File: src/rtl/led_trail_pwm.sv
// led_trail_pwm: turns the scanner's raw LED pattern into PWM-driven LED pins.
// A lit LED jumps to full brightness, then fades geometrically once released,
// leaving a comet trail behind the scanner head. One PWM counter is shared
// by all channels.
module led_trail_pwm #(
  parameter int N_LEDS      = 8,
  parameter int PWM_BITS    = 8,
  parameter int DECAY_DIV   = 2000000,
  parameter int DECAY_SHIFT = 1
) (
  input  logic              clki,
  input  logic              reset,
  input  logic              en,
  input  logic [N_LEDS-1:0] leds_in,
  output logic [N_LEDS-1:0] leds_out,
  output logic              pwm_wrap
);

  localparam logic [PWM_BITS-1:0] MAX = '1;
  // A one-cycle decay period still needs a 1-bit counter to stay legal.
  localparam int DW = (DECAY_DIV > 1) ? $clog2(DECAY_DIV) : 1;
  localparam logic [DW-1:0] DECAY_LAST = DW'(DECAY_DIV - 1);

  logic [N_LEDS-1:0]   leds_q_reg;
  logic [PWM_BITS-1:0] pwm_cnt_reg;
  logic [DW-1:0]       decay_cnt_reg;
  logic [N_LEDS-1:0]   leds_out_reg;
  logic                pwm_wrap_reg;
  logic [N_LEDS-1:0]   pwm_on;
  logic                decay_tick;

  assign decay_tick = (decay_cnt_reg == DECAY_LAST);

  // Register the scanner pattern; same clock, so no synchroniser is needed.
  always_ff @(posedge clki) begin
    if (reset) leds_q_reg <= '0;
    else       leds_q_reg <= leds_in;
  end

  // Decay timer: one tick every DECAY_DIV cycles.
  always_ff @(posedge clki) begin
    if (reset)           decay_cnt_reg <= '0;
    else if (decay_tick) decay_cnt_reg <= '0;
    else                 decay_cnt_reg <= decay_cnt_reg + DW'(1);
  end

  // Free-running PWM counter; wraps MAX -> 0 by natural overflow.
  always_ff @(posedge clki) begin
    if (reset) pwm_cnt_reg <= '0;
    else       pwm_cnt_reg <= pwm_cnt_reg + PWM_BITS'(1);
  end

  // Per-channel brightness: a hit beats a decay tick, and shifting to zero is terminal.
  for (genvar gi = 0; gi < N_LEDS; gi++) begin : g_chan
    logic [PWM_BITS-1:0] bright_reg;

    // Brightness register with hit > decay > hold priority.
    always_ff @(posedge clki) begin
      if (reset)               bright_reg <= '0;
      else if (leds_q_reg[gi]) bright_reg <= MAX;
      else if (decay_tick)     bright_reg <= bright_reg >> DECAY_SHIFT;
    end

    // MAX brightness still leaves one dark slot per period; that is intended.
    assign pwm_on[gi] = (pwm_cnt_reg < bright_reg);
  end

  // Registered LED drive, blanked by en without disturbing the fade state.
  always_ff @(posedge clki) begin
    if (reset) leds_out_reg <= '0;
    else       leds_out_reg <= en ? pwm_on : '0;
  end

  // Wrap strobe lines up with the cycle in which the counter reads zero.
  always_ff @(posedge clki) begin
    if (reset) pwm_wrap_reg <= 1'b0;
    else       pwm_wrap_reg <= (pwm_cnt_reg == MAX);
  end

  assign leds_out = leds_out_reg;
  assign pwm_wrap = pwm_wrap_reg;

endmodule
File: config.mk
export PLATFORM = sky130hd
export DESIGN_NAME = led_trail_pwm
export DESIGN_NICKNAME = d
export VERILOG_FILES = /design/src/rtl/led_trail_pwm.sv
export SDC_FILE = /design/constraint.sdc
export NUM_CORES = 1
export LEC_CHECK = 0
export ABC_AREA = 1
export CELL_PAD_IN_SITES_DETAIL_PLACEMENT = 1
export CELL_PAD_IN_SITES_GLOBAL_PLACEMENT = 2
export CORE_MARGIN = 5
export CORE_UTILIZATION = 32
export CTS_CLUSTER_DIAMETER = 150
export CTS_CLUSTER_SIZE = 40
export DETAILED_ROUTE_END_ITERATION = 6
export PLACE_DENSITY = 0.81
export SYNTH_ARGS = -nofsm -noshare
export SYNTH_HDL_FRONTEND = slang
export SYNTH_SLANG_ARGS = --single-unit
File: constraint.sdc
create_clock -name clki -period 1.6 [get_ports clki]
set_input_delay 0.4 -clock clki [delete_from_list [all_inputs] [get_ports clki]]
set_output_delay 0.4 -clock clki [all_outputs]
set_load 0.005 [all_outputs]
==> results of run 1 <==
## placed cells by master (no fill, tap or decap), types with 7 or more instances in the layout
cell                                n
sky130_fd_sc_hd__clkdlybuf4s50_1   11
sky130_fd_sc_hd__a21oi_1           59
sky130_fd_sc_hd__nor2_1            83
sky130_fd_sc_hd__ha_1              57
sky130_fd_sc_hd__dfxtp_2            9
sky130_fd_sc_hd__o21ai_1           18
sky130_fd_sc_hd__nor3_1             7
sky130_fd_sc_hd__inv_1            101
sky130_fd_sc_hd__buf_12             7
sky130_fd_sc_hd__nand3_1           50
sky130_fd_sc_hd__nand2_1          197
sky130_fd_sc_hd__dfxtp_1          101
sky130_fd_sc_hd__o21ai_0           18
sky130_fd_sc_hd__clkbuf_16         13
sky130_fd_sc_hd__buf_4             37
sky130_fd_sc_hd__xor2_1             7
## final cells by class
class,instances,area share (%)
Clock buffer,9,3.22
Clock inverter,7,1.13
Timing Repair Buffer,69,10.4
Tap cell,225,4.03
Inverter,105,5.64
Multi-Input combinational cell,552,43.9
Sequential cell,110,31.7
## power by group through the flow
stage,Sequential (W),Clock (W),Combinational [W]
floorplan,0.00299,0,0.000506
global placement,0.00299,0,0.000733
detailed placement,0.00300,0,0.000777
CTS,0.00294,0.00247,0.000776
global route,0.00296,0.00257,0.000909
finish,0.00294,0.00238,0.000779
## layer usage
| layer | vias up | part of all wire, % | global-route usage [%] |
|---|---|---|---|
| li1 | 2638 | - | - |
| met1 | 2524 | 45 | 18.7 |
| met2 | 34 | 52 | 28.5 |
| met3 | 15 | 1.8 | 2.38 |
| met4 | 0 | 1.6 | 5.15 |
| met5 | - | 0 | 0 |
## worst reg2reg max path, stage by stage (launching register included)
cell,delay (ps)
sky130_fd_sc_hd__dfxtp_2,360
sky130_fd_sc_hd__ha_4,140
sky130_fd_sc_hd__nand3_2,90
sky130_fd_sc_hd__nor2_4,120
sky130_fd_sc_hd__nand3_4,210
sky130_fd_sc_hd__buf_12,240
sky130_fd_sc_hd__buf_4,160
sky130_fd_sc_hd__nand3_1,70
sky130_fd_sc_hd__a21oi_1,70
## through the flow
stage	utilization, %	area, um2
floorplan	-	5660
global placement	36.9	6400
detailed placement	36.9	6400
CTS	38.6	6700
global route	40.3	6990
finish	40.3	6990
## timing repair
action,4_1_cts,5_1_grt
resized for setup,8,53
endpoints found under the setup margin,30,65
buffers inserted,0,3
pin swaps,0,11
hold buffers,0,0
cloned,0,4
## cell families (layout without fill, tap and decap cells)
kind of cell | after synthesis | after routing | share of synthesized area [%]
flops | 110 | 110 | 38.9
xor+xnor | 10 | 10 | 1.55
simple gates | 370 | 370 | 27.0
fa+ha+maj | 58 | 58 | 12.8
buf+inv | 131 | 190 | 9.08
compound gates | 114 | 114 | 10.6
## worst min-delay path by stage
stage / endpoint / cells past startpoint
after global routing: g_chan[5].bright_reg[0] / 2
after global placement: g_chan[5].bright_reg[0] / 2
final: g_chan[5].bright_reg[0] / 2
after floorplan: decay_cnt_reg[0] / 1
after detailed placement: g_chan[5].bright_reg[0] / 2
after CTS: g_chan[5].bright_reg[0] / 2
==> metrics list, run 1 <==
- The wire-length estimate of the detail-placed layout is 11.0 mm.
* Critical Path Max Stage Delay: 360 ps
- # rows: 48
- Per report_power, the clock group accounts for 39.0% of the total.
- Setup repair after global routing could not meet its margin everywhere.
- After detailed routing, the number of remaining DRC violations is 0.
- Number of failing setup endpoints in the final timing report: 0
- Family with the most delay on the worst path: simple AND/OR/NAND/NOR gates
- Async set-reset flop share out of synthesis: 0%
* Layout fillers: 2,152
* Post-Layout Cell Count: 1,077
- Die footprint: 20,500 um2
- The tree built by TritonCTS fans out to 110 sinks.
- Maximum number of pins on one net before global-route repair: 55
- At the pin with the least slew margin, the transition time is 552 ps.
* Overall Global Routing Usage: 15.6%
* Portion of synthesized cell area occupied by the leading cell type: 38.9%
- The slowest stage of the critical path belongs to the cell sky130_fd_sc_hd__dfxtp_2.
- The share of total power dissipated in sequential elements is 48.2%.
- Synthesis warning total: 0
- The first TritonRoute pass finished after 4 iterations.
* Reg-to-Reg End: g_chan[4].bright_reg[2]
- At the later pin of the worst-skew pair, clock insertion delay measures 360 ps.
* Net count reported at finish: 916
- Max frequency: 0.637 GHz
- In the synthesized netlist, the number of instances is 793.
- The completed layout was analyzed and its total power is 0.00610 W.
* Buf+Inv Stages, Crit Path: 2
- Worst relative slew slack: 63.2%
- Stages on the worst setup path: 8
- The worst register-to-register path has a setup slack of 30 ps.
- Htree depth: 3
- Count of antenna-violating nets left after detailed routing: 0
* Effective utilization at floorplan: 32.6%
- Boundary Pins: 20
- Total power density per cell area: 873 nW/um2
* Critical path launch point type: flip-flop
- VDD sags by at most 0.000481 V.
- The number of cells on the worst reg-to-reg path is 8.
- Element type at the critical path end: flip-flop
- The worst hold path belongs to the class flip-flop to flip-flop.
- Number of buffers added on ports: 19
- FF/Latch Area: 2210 um2
* Post-Synthesis Cell Area: 5660 um2
- Data required time at the worst endpoint: 1840 ps
- TritonCTS Buffers: 9
- Synth-to-layout area growth: 23.4%
* Net switching component of the power: 0.00167 W
* Final critical-path required period: 1570 ps
- Worst path cell trace: ha_4 > nand3_2 > nor2_4 > nand3_4 > buf_12 > buf_4 > nand3_1 > a21oi_1
- Clock-pin slew was measured on the worst setup and hold paths at 80 ps.
- Startpoint of the most critical hold path: g_chan[5].bright_reg[0]
* Sum of negative setup slack: 0 ps
- DRC marker count from the first detailed-route iteration: 180
- TritonCTS clock tree: done
* Post-Route Skew: 7.74 ps
- Cell with the most instances after synthesis: sky130_fd_sc_hd__nand2_1
- Number of placed instances with taps included: 1,054
- The register with the most flip-flops in the layout has 64 of them.
* Sequential share of the synthesized area: 38.9%
* Post-synth EDFFs: 0
* Avg Vias per Cell: 4.84
* Beginning of the worst register-to-register path: decay_cnt_reg[0]
* Multi-input gate area in the final layout: 3070 um2
- Post-DR wirelength/cell: 14.6 um
- Clock root cell: sky130_fd_sc_hd__clkbuf_16
- In this run the worst setup path begins at decay_cnt_reg[0].
* Hold Violations, Final: 0
* Number of different library cells in the post-synthesis netlist: 30
* Top cells by area, synth: sky130_fd_sc_hd__dfxtp_1 39%, sky130_fd_sc_hd__nand2_1 13%, sky130_fd_sc_hd__ha_1 13%
- Top flip-flop cell by instance count after synthesis: sky130_fd_sc_hd__dfxtp_1
- Crit path capture: g_chan[4].bright_reg[2]
- Along the worst path, the maximum fanout reaches 7.
* Crit path DAT: 1810 ps
- Cell Int Power: 0.00443 W
- Routability congestion estimate from global placement: 0.775
- In this run switching power makes up 27.3% of total power.
* Comb power frac: 12.8%
- Share of cells above drive strength 1: 13.0%
- The number of nets handed over by synthesis was 862.
* Number of antenna violations at the first check in global routing: 0
- Run status: finished clean
- After layout, the worst path uses 98.1% of the clock period.
- Die outline width: 143 um
- Worst setup path category: flip-flop to flip-flop
* Mean cell area of the mapped netlist: 7.14 um2
- Ant diodes: 0
- Prior to clock tree synthesis, the placed netlist has a worst setup slack of -53.2 ps.
- The longest clock path from root to sink contains 2 buffers.
* Die height: 143 um
* Total number of vias: 5,211
* WL final: 15.8 mm
* Total overflow reported by the global router: 0
- Of all cell types, the one taking the most synthesized area is sky130_fd_sc_hd__dfxtp_1.
- Ranked by instance count, the synthesized netlist is headed by 203 x sky130_fd_sc_hd__nand2_1, 110 x sky130_fd_sc_hd__dfxtp_1, 103 x sky130_fd_sc_hd__inv_1.
- Once routing completed, OpenROAD measured the worst setup slack at 30.0 ps.
* First-pass GRT wire length: 25.7 mm
* Max Cap Violations: 0
- The synthesized design contains 110 register bits.
- The number of slew-limit violations in the final report came to 0.
* Core area: 17,400 um2
- Number of global-route vias before repair: 5,350
- Summed over all cells, the static leakage comes to 3.24 nW.
- The tightest hold path in the finished design has a slack of 459 ps.
(Power assumes the default switching activity.)
==> run 2, diff against run 1 <==
Settings changed: HOLD_SLACK_MARGIN set to 0.05.
==> results of run 2 <==
No change in the layout: final DEF, timing and power equal those of run 1.
==> run 3, diff against run 2 <==
Settings changed: REMOVE_ABC_BUFFERS set to 1.
==> run 3 against run 2 <==
  * Sequential power barely moved
  * Total power down 0.35%
  * Setup slack improved by 12 ps
  * Utilization is 0.16 points higher
  * Hold slack improved by 1.8 ps
  * Die area stayed put
  * Combinational power about the same
  * Critical endpoint is now leds_out[6]
  * Largest cell class unchanged
==> metrics list, run 3 (synthesis results as in run 1) <==
- Buf+Inv Stages, Crit Path: 1 (was 2)
- The number of flip-flops in the largest register is 64 (unchanged).
- Avg Vias per Cell: 4.81 (was 4.84)
* Max frequency: 0.642 GHz (was 0.637 GHz)
* Number of global-route vias before repair: 5,524 (was 5,350)
- Boundary Pins: 20 (unchanged)
- Count of TritonRoute iterations in the first routing pass: 4 (unchanged)
* Ant diodes: 0 (unchanged)
- Net count reported at finish: 913 (was 916)
- Post-DR wirelength/cell: 14.5 um (was 14.6 um)
- The most frequent standard cell in the layout excluding fill and tap cells is sky130_fd_sc_hd__nand2_1 (unchanged).
- The number of antenna violations at the first check in global routing came to 0 (unchanged).
- Total number of vias: 5,164 (was 5,211)
- The multi-input combinational cell area is 3100 um2 (was 3070 um2).
- Total power density per cell area: 866 nW/um2 (was 873 nW/um2)
- The post-layout instance area came to 7020 um2 (was 6990 um2).
- Synth-to-layout area growth: 23.9% (was 23.4%)
* Crit. Startpoint: leds_out[6] (was decay_cnt_reg[0])
- Top library cells by usage in the layout, fill and taps aside: 198 x sky130_fd_sc_hd__nand2_1, 102 x sky130_fd_sc_hd__inv_1, 102 x sky130_fd_sc_hd__dfxtp_1, 85 x sky130_fd_sc_hd__nor2_1, 58 x sky130_fd_sc_hd__a21oi_1 (was 197 x sky130_fd_sc_hd__nand2_1, 101 x sky130_fd_sc_hd__inv_1, 101 x sky130_fd_sc_hd__dfxtp_1, 83 x sky130_fd_sc_hd__nor2_1, 59 x sky130_fd_sc_hd__a21oi_1)
* Layout fillers: 2,142 (was 2,152)
* Number of failing setup endpoints in the final timing report: 0 (unchanged)
* Count of antenna-violating nets left after detailed routing: 0 (unchanged)
- The signal arrival time at the worst endpoint came to 1160 ps (was 1810 ps).
- Clock Latency Late Sink: 350 ps (was 360 ps)
* Max Cap Violations: 0 (unchanged)
* DRC marker count from the first detailed-route iteration: 162 (was 180)
* First-pass GRT wire length: 25.7 mm (about the same)
- The final hold violation count is 0 (unchanged).
- The beginning of the worst register-to-register path is decay_cnt_reg[1] (was decay_cnt_reg[0]).
- Placed cell areas: 6380 um2 (was 6400 um2)
* Run status: finished clean (unchanged)
- Core area: 17,400 um2 (unchanged)
- The clock tree from TritonCTS is done (unchanged).
- Critical path's slowest cell: sky130_fd_sc_hd__clkdlybuf4s50_1 (was sky130_fd_sc_hd__dfxtp_2)
- Post-Route Skew: 7.04 ps (was 7.74 ps)
- The kind of start point of the critical path is a flip-flop (unchanged).
- Total half-perimeter wirelength after legalization and detailed placement: 10.9 mm (was 11.0 mm)
- The number of rows created at floorplan came to 48 (unchanged).
* Classification of the worst-slack hold path: flip-flop to flip-flop (unchanged)
* Clock root cell: sky130_fd_sc_hd__clkbuf_16 (unchanged)
- The actual slew at the worst max-slew pin came to 621 ps (was 552 ps).
- The clock net sink count came to 110 (unchanged).
- Family with the most delay on the worst path: buffers and inverters (was simple AND/OR/NAND/NOR gates)
* Element type at the critical path end: primary output (was flip-flop)
- Clk pin slew, worst setup/hold paths: 70 ps (was 80 ps)
* Worst relative slew slack: 58.6% (was 63.2%)
- The final cycle utilization of the critical path is 97.4% (was 98.1%).
- Die outline width: 143 um (unchanged)
- TritonCTS Buffers: 9 (unchanged)
- Maximum number of pins on one net before global-route repair: 55 (unchanged)
* Worst path cell trace: clkdlybuf4s50_1 (was ha_4 > nand3_2 > nor2_4 > nand3_4 > buf_12 > buf_4 > nand3_1 > a21oi_1)
* Critical Path Max Stage Delay: 490 ps (was 360 ps)
* Leakage power of the design: 3.28 nW (was 3.24 nW)
- Unrepaired setup endpoints after global routing: no (was yes)
- Htree depth: 3 (unchanged)
- The worst-case register-to-register setup slack is 80 ps (was 30 ps).
* Number of max-slew violations in the final report: 0 (unchanged)
- The maximum buffer depth of the clock tree is 2 (unchanged).
- Die height: 143 um (unchanged)
* Layout Utilization: 40.4% (was 40.3%)
* WL final: 15.6 mm (was 15.8 mm)
- The sequential standard cell area is 2210 um2 (about the same).
- The final worst hold slack came to 461 ps (was 459 ps).
- The data required time at the worst endpoint is 1200 ps (was 1840 ps).
- The starting density of the core came to 32.6% (unchanged).
* Final critical-path required period: 1560 ps (was 1570 ps)
- Share of cells above drive strength 1: 12.7% (was 13.0%)
* Worst setup path category: flip-flop to primary output (was flip-flop to flip-flop)
- The number of design rule violations left after detail routing is 0 (unchanged).
- The die footprint came to 20,500 um2 (unchanged).
- The sum of overflow across all layers after global routing is 0 (unchanged).
- The global-route usage over all layers is 15.5% (was 15.6%).
- Routability congestion estimate from global placement: 0.793 (was 0.775)
- The number of buffers added on ports came to 19 (unchanged).
* Startpoint of the most critical hold path: g_chan[5].bright_reg[0] (unchanged)
- The maximum vdd ir drop is 0.000512 V (was 0.000481 V).
- The largest fanout on the critical path came to 1 (was 7).
run 3: cell count changes in the layout (fill, tap and decap cells not counted), moves of 2 or more:
| cell | before | now |
|---|---|---|
| sky130_fd_sc_hd__nand2_4 | 6 | 3 |
| sky130_fd_sc_hd__clkbuf_8 | 0 | 2 |
| sky130_fd_sc_hd__nand3_2 | 3 | 5 |
| sky130_fd_sc_hd__buf_4 | 37 | 35 |
| sky130_fd_sc_hd__dlygate4sd2_1 | 5 | 2 |
| sky130_fd_sc_hd__nand2_8 | 0 | 2 |
| sky130_fd_sc_hd__o21ai_0 | 18 | 20 |
| sky130_fd_sc_hd__inv_6 | 4 | 1 |
| sky130_fd_sc_hd__dlymetal6s2s_1 | 2 | 5 |
| sky130_fd_sc_hd__nor2_1 | 83 | 85 |
| sky130_fd_sc_hd__nand3_1 | 50 | 47 |
| sky130_fd_sc_hd__o21ai_1 | 18 | 16 |
run 3: final timing paths:
kind                        endpoint  cells past startpoint
min          g_chan[5].bright_reg[0]                      2
max reg2reg  g_chan[4].bright_reg[6]                      8
min reg2reg  g_chan[5].bright_reg[0]                      2
max                      leds_out[6]                      1
run 3: worst register-to-register path: stages, from the launching register on:
cell	delay (ps)
sky130_fd_sc_hd__dfxtp_2	360
sky130_fd_sc_hd__ha_4	160
sky130_fd_sc_hd__nand3_4	90
sky130_fd_sc_hd__nor2_4	120
sky130_fd_sc_hd__nand3_4	160
sky130_fd_sc_hd__buf_12	200
sky130_fd_sc_hd__clkbuf_16	160
sky130_fd_sc_hd__nand3_1	90
sky130_fd_sc_hd__a21oi_2	70
run 3: report_power, final:
part	internal (W)	switching, W	leakage (nW)
registers	0.00287	0.0000723	0.905
clock network	0.00130	0.00105	0.152
logic	0.000319	0.000458	2.22
total	0.00450	0.00158	3.28
run 3: routing by layer:
metal	GRT usage, %	vias to the layer above	part of all wire [%]
met5	0	-	0
met1	18.1	2489	45
li1	-	2631	-
met3	3.28	13	1.9
met4	2.75	0	1.3
met2	29.3	31	52
run 3: layout make-up:
class	count	share of cell area [%]
Sequential cell	110	31.5
Tap cell	225	4.01
Clock inverter	5	0.802
Inverter	105	5.62
Multi-Input combinational cell	552	44.2
Timing Repair Buffer	66	10.3
Clock buffer	11	3.60
run 3: repair_timing:
action,CTS,global route
resized for setup,12,39
gates cloned,1,3
setup buffers,0,5
hold buffers,0,0
setup endpoints to repair,82,90
pin swaps,0,10
run 3: per-stage QoR:
| stage | std cells | total power, W | setup TNS [ps] | setup slack, ps |
|---|---|---|---|---|
| 2_1_floorplan | 767 | 0.00347 | -78100 | -1430 |
| 3_3_place_gp | 1049 | 0.00372 | -295 | -54.3 |
| 3_5_place_dp | 1049 | 0.00378 | -2940 | -168 |
| 4_1_cts | 1066 | 0.00617 | 0 | 11.4 |
| 5_1_grt | 1074 | 0.00642 | 0 | 1.00 |
| 6_report | 1074 | 0.00608 | 0 | 42.4 |
